### config.mk
export PLATFORM = sky130hd
export DESIGN_NAME = rfphoenix_issue_sched
export DESIGN_NICKNAME = d
export VERILOG_FILES = /design/src/rtl/rfphoenix_issue_sched.sv
export SDC_FILE = /design/constraint.sdc
export NUM_CORES = 1
export LEC_CHECK = 0
export ABC_AREA = 1
export BUFFER_PORTS_ARGS = -buffer_cell sky130_fd_sc_hd__buf_2
export CAP_MARGIN = 0
export CORE_ASPECT_RATIO = 0.8
export CORE_MARGIN = 2
export CORE_UTILIZATION = 35
export DETAILED_ROUTE_END_ITERATION = 12
export PLACE_DENSITY_LB_ADDON = 0.1
export SLEW_MARGIN = 20
export SYNTH_ARGS = -nofsm -noshare
export SYNTH_HDL_FRONTEND = slang
export SYNTH_SLANG_ARGS = --single-unit
export TNS_END_PERCENT = 50
### constraint.sdc
create_clock -name clk -period 3.6 [get_ports clk]
set_input_delay 0.72 -clock clk [delete_from_list [all_inputs] [get_ports clk]]
set_output_delay 0.72 -clock clk [all_outputs]
set_load 0.05 [all_outputs]
### src/rtl/rfphoenix_issue_sched.sv
// Per-cycle round-robin issue scheduler for the multithreaded rfPhoenix core.
// Picks one eligible thread per cycle, tracks per-thread flush windows and post-grant cooldown.
module rfphoenix_issue_sched #(
    parameter int NTHREADS     = 4,
    parameter int FLUSH_CYCLES = 5,
    parameter int COOLDOWN     = 1,
    localparam int TW          = $clog2(NTHREADS)
) (
    input  logic                clk,
    input  logic                rst,
    input  logic [NTHREADS-1:0] thrd_v,
    input  logic [NTHREADS-1:0] thrd_can_issue,
    input  logic                ex_ready,
    input  logic                rollback,
    input  logic [TW-1:0]       rollback_thrd,
    output logic [NTHREADS-1:0] will_issue,
    output logic                issue_v,
    output logic [TW-1:0]       issue_thrd,
    output logic [NTHREADS-1:0] flushing
);

    localparam logic [0:0] ST_RUN   = 1'b0;
    localparam logic [0:0] ST_FLUSH = 1'b1;
    localparam logic [3:0] FLUSH_LOAD = 4'(FLUSH_CYCLES);
    localparam logic [1:0] COOL_LOAD  = 2'(COOLDOWN);

    logic [NTHREADS-1:0] state_q, state_d;
    logic [3:0]          flush_cnt_q [NTHREADS];
    logic [3:0]          flush_cnt_d [NTHREADS];
    logic [1:0]          cool_q [NTHREADS];
    logic [1:0]          cool_d [NTHREADS];
    logic [TW-1:0]       rr_q, rr_d;
    logic                issue_v_q, issue_v_d;
    logic [TW-1:0]       issue_thrd_q, issue_thrd_d;

    logic [NTHREADS-1:0] eligible;
    logic [NTHREADS-1:0] grant;
    logic [TW-1:0]       grant_idx;
    logic [TW-1:0]       search_idx;
    logic                grant_any;

    // A thread being rolled back this cycle is masked so the grant falls through to the next one.
    always_comb begin
        eligible = '0;
        for (int t = 0; t < NTHREADS; t++) begin
            eligible[t] = thrd_v[t] & thrd_can_issue[t] & (state_q[t] == ST_RUN) &
                          (cool_q[t] == 2'd0) & ~(rollback && (rollback_thrd == TW'(t)));
        end
    end

    // NTHREADS is a power of two, so the TW-bit add wraps the search modulo NTHREADS.
    always_comb begin
        grant_any  = 1'b0;
        grant_idx  = '0;
        search_idx = '0;
        for (int i = 0; i < NTHREADS; i++) begin
            search_idx = rr_q + TW'(i);
            if (ex_ready && !rst && !grant_any && eligible[search_idx]) begin
                grant_any = 1'b1;
                grant_idx = search_idx;
            end
        end
        grant = grant_any ? (NTHREADS'(1) << grant_idx) : '0;
    end

    always_comb begin
        state_d      = state_q;
        rr_d         = grant_any ? (grant_idx + TW'(1)) : rr_q;
        issue_v_d    = grant_any;
        issue_thrd_d = grant_idx;
        for (int t = 0; t < NTHREADS; t++) begin
            flush_cnt_d[t] = flush_cnt_q[t];
            cool_d[t]      = cool_q[t];
            if (rollback && (rollback_thrd == TW'(t))) begin
                state_d[t]     = ST_FLUSH;
                flush_cnt_d[t] = FLUSH_LOAD;
                cool_d[t]      = 2'd0;
            end else begin
                if (grant[t]) begin
                    cool_d[t] = COOL_LOAD;
                end else if (cool_q[t] != 2'd0) begin
                    cool_d[t] = cool_q[t] - 2'd1;
                end
                if (state_q[t] == ST_FLUSH) begin
                    if (flush_cnt_q[t] <= 4'd1) begin
                        state_d[t]     = ST_RUN;
                        flush_cnt_d[t] = 4'd0;
                    end else begin
                        flush_cnt_d[t] = flush_cnt_q[t] - 4'd1;
                    end
                end
            end
        end
    end

    always_ff @(posedge clk or posedge rst) begin
        if (rst) begin
            state_q      <= '0;
            rr_q         <= '0;
            issue_v_q    <= 1'b0;
            issue_thrd_q <= '0;
            for (int t = 0; t < NTHREADS; t++) begin
                flush_cnt_q[t] <= 4'd0;
                cool_q[t]      <= 2'd0;
            end
        end else begin
            state_q      <= state_d;
            rr_q         <= rr_d;
            issue_v_q    <= issue_v_d;
            issue_thrd_q <= issue_thrd_d;
            for (int t = 0; t < NTHREADS; t++) begin
                flush_cnt_q[t] <= flush_cnt_d[t];
                cool_q[t]      <= cool_d[t];
            end
        end
    end

    always_comb begin
        flushing = '0;
        for (int t = 0; t < NTHREADS; t++) begin
            flushing[t] = (state_q[t] == ST_FLUSH);
        end
    end

    assign will_issue = grant;
    assign issue_v    = issue_v_q;
    assign issue_thrd = issue_thrd_q;

endmodule

==> run_results.csv <==
group,metric,value,unit
global_route,antenna_found_initial,0,
route,vias,1675,
power,p_leak,1.28,nW
clock_tree,clock-root-buffer,"clkbuf_8",
yosys,synth_fp_nets,267,
yosys,synth_top_family_by_area,"simple AND/OR/NAND/NOR gates",
yosys,synthAdderAreaFrac,0.101,
finish,utilization,0.432,
yosys,syn_area_per_cell,8.37,sq um
floorplan,core-area,0.00547,sq mm
finish,final_nets,302,
timing,grt_setup_unrepaired,"true",
worst_hold_path,min_delay_path_depth,2,
setup_path,cp_max_fo,4,
floorplan,die_height,71.4,microns
finish,final_common_cell,"inv_1",
timing,skew,0.00973,ns
clock_tree,clkTransAtPathRegs,0.07,ns
setup_path,crit_required,2.88,ns
setup_path,r2r_end,"rr_q[1]",
global_route,gr-usage-all-layers,0.145,
yosys,ys_seq_elements,33,
finish,area_delta_synth_final,19.0,%
route,drt_pass1_iterations,4,
timing,hold_viol,0,
yosys,synth-simple-area-share,0.227,
yosys,yosysWarnings,0,
setup_path,crit_path_end_kind,"output pin",
worst_hold_path,worstHoldEndpoint,"cool_q[7]",
yosys,yosysSeqAreaShare,0.416,
global_route,grt_max_degree,34,
setup_path,crit_type,"in2out",
setup_path,rrSetupSlack,1.26,ns
yosys,syn-cell-area,0.00198,sq mm
route,wl,4100,microns
setup_path,rr_worst_depth,15,
timing,setup_viol,0,
placed_design,io_buffers,24,
route,drt_iter0_markers,94,
setup_path,rr_startpoint,"cool_q[6]",
placed_design,hpwl,3130,microns
clock_tree,cts_made_buffers,5,
timing,post-route-min-period,3.41,ns
timing,min_period_over_period,0.947,
setup_path,cp.arrival,2.69,ns
yosys,synth_cell_types,22,
clock_tree,cts_tree,"done",
yosys,yosys-top-cells-area,"dfrtp_1 (42%), ha_1 (10%), inv_1 (8.5%), nand3_1 (7.3%), nand2_1 (6.2%)",
finish,n_antenna_cell,0,
power,power_density,913,mW/mm^2
finish,layout-drive-gt1-share,0.176,
yosys,synth.area.mux_share,0,
job,drv_cap,0,
timing,worstMarginPinSlew,0.422,ns
finish,final_cell_mix,"inv_1 (44), nand2_1 (33), dfrtp_1 (33), nand3_1 (29), buf_2 (21)",
floorplan,die_w,88.2,microns
clock_tree,cts_buffer_depth,2,
placed_design,dp_cells,343,
route,wire_per_inst,11.7,microns
yosys,synth_xor_area_frac,0.0612,
placed_design,place.gp.congestion,0.849,
clock_tree,htree_levels,2,
worst_hold_path,min_from,"cool_q[7]",
yosys,synth_top_cell_area_share,0.416,
floorplan,start_util,0.363,
timing,slew_viol_final,0,
route,final_antenna_net_count,0,
finish,instances_no_fill,351,
route,remaining_drc_errors,0,
global_route,gr-total-overflow,0,
yosys,synth_compound_area_frac,0.107,
placed_design,pre_cts_ws,0.121,ns
clock_tree,cts_sinks,33,
yosys,synth_cells,237,
yosys,synth_top_cell_by_area,"dfrtp_1",
floorplan,rows,24,
floorplan,die-area,0.00629,sq mm
worst_hold_path,worstHoldPathType,"reg2reg",
global_route,grt_pass1_vias,1589,
run_status,status,"completed",
timing,setup_ws,0.190,ns
global_route,grt_pass1_wl,7210,microns
floorplan,ioPinCount,25,
route,viasPerCell,4.77,
timing,fmax,293,MHz
setup_path,crit_path_start_kind,"primary input",
power,ir_worst_vdd,0.310,mV
timing,max-slew-margin-rel,0.719,
clock_tree,clk_latency,0.28,ns
==> sequential cells by signal, summed over array words and instances (netlist names) <==
name and flops:
flush_cnt_q 16, issue_thrd 2, rr_q 2, issue_v 1, cool_q 8, flushing 4
==> layout make-up <==
cell class	instances	area (sq um)
fill	557	3100
multi-input combinational	158	1000
timing repair buffer	29	165
sequential	33	826
inverter	45	169
tap	78	97.6
clock inverter	1	5.00
clock buffer	7	96.3
==> logic make-up after synthesis <==
family,Yosys count
AO/OA/AOI/OAI,35
XOR/XNOR,13
adder cells (fa/ha/maj),16
buffers and inverters,46
flip-flops,33
AND/OR/NAND/NOR,94
==> through the flow <==
stage	hold WS [ns]	total power, mW	instance area, sq um	setup TNS [ns]
floorplan	0.486	1.59	1980	0
global placement	0.516	1.85	2230	0
detailed placement	0.517	1.84	2230	0
CTS	0.534	2.15	2340	0
global route	0.582	2.38	2360	-0.0137
finish	0.527	2.16	2360	0
==> worst max-delay path by stage <==
stage	startpoint	to	slack [ns]
floorplan	rst	will_issue[2]	0.01
global placement	rollback_thrd[1]	will_issue[1]	0.17
detailed placement	rollback_thrd[1]	will_issue[1]	0.12
CTS	cool_q[6]	will_issue[3]	0.02
global route	cool_q[6]	will_issue[1]	-0.01
finish	rollback_thrd[1]	will_issue[1]	0.19
==> what timing repair did <==
action / in CTS / in global routing
buffers inserted: 0 / 0
resized for setup: 0 / 13
endpoints found under the setup margin: 0 / 4
hold buffers: 0 / 0
==> synthesized netlist by cell type (all sizes together) <==
cell type	number
o21ai	11
nor2b	1
xor2	9
nand4	9
o221ai	4
dfrtp	33
o32ai	3
a31oi	1
nand2	33
xnor2	4
o22ai	2
a21oi	11
nand3	32
nor2	18
ha	16
o211ai	3
clkbuf	1
or2	1
inv	45
==> critical path: stages <==
cell	delay, ns
buf_2	0.12
inv_1	0.10
nand3_1	0.16
nand3_1	0.15
nand3_1	0.11
nand2_1	0.15
nand3_1	0.09
nor2_1	0.13
nand2_1	0.06
o21ai_1	0.15
nor2b_2	0.21
ha_1	0.16
nand2_1	0.11
inv_1	0.08
buf_4	0.19
==> metal layers <==
layer / part of all wire / vias up / GRT usage
met4: 0.015 / 0 / 0.0505
met2: 0.43 / 40 / 0.216
met3: 0.044 / 9 / 0.0380
met1: 0.51 / 763 / 0.204
li1: - / 863 / -
met5: 0 / - / 0
==> report_power, final <==
part / total (mW) / internal (mW) / switching [mW]
Combinational: 1.16 / 0.432 / 0.732
Sequential: 0.683 / 0.542 / 0.141
Clock: 0.310 / 0.173 / 0.137
No activity file was read; power rests on OpenSTA's default activity.
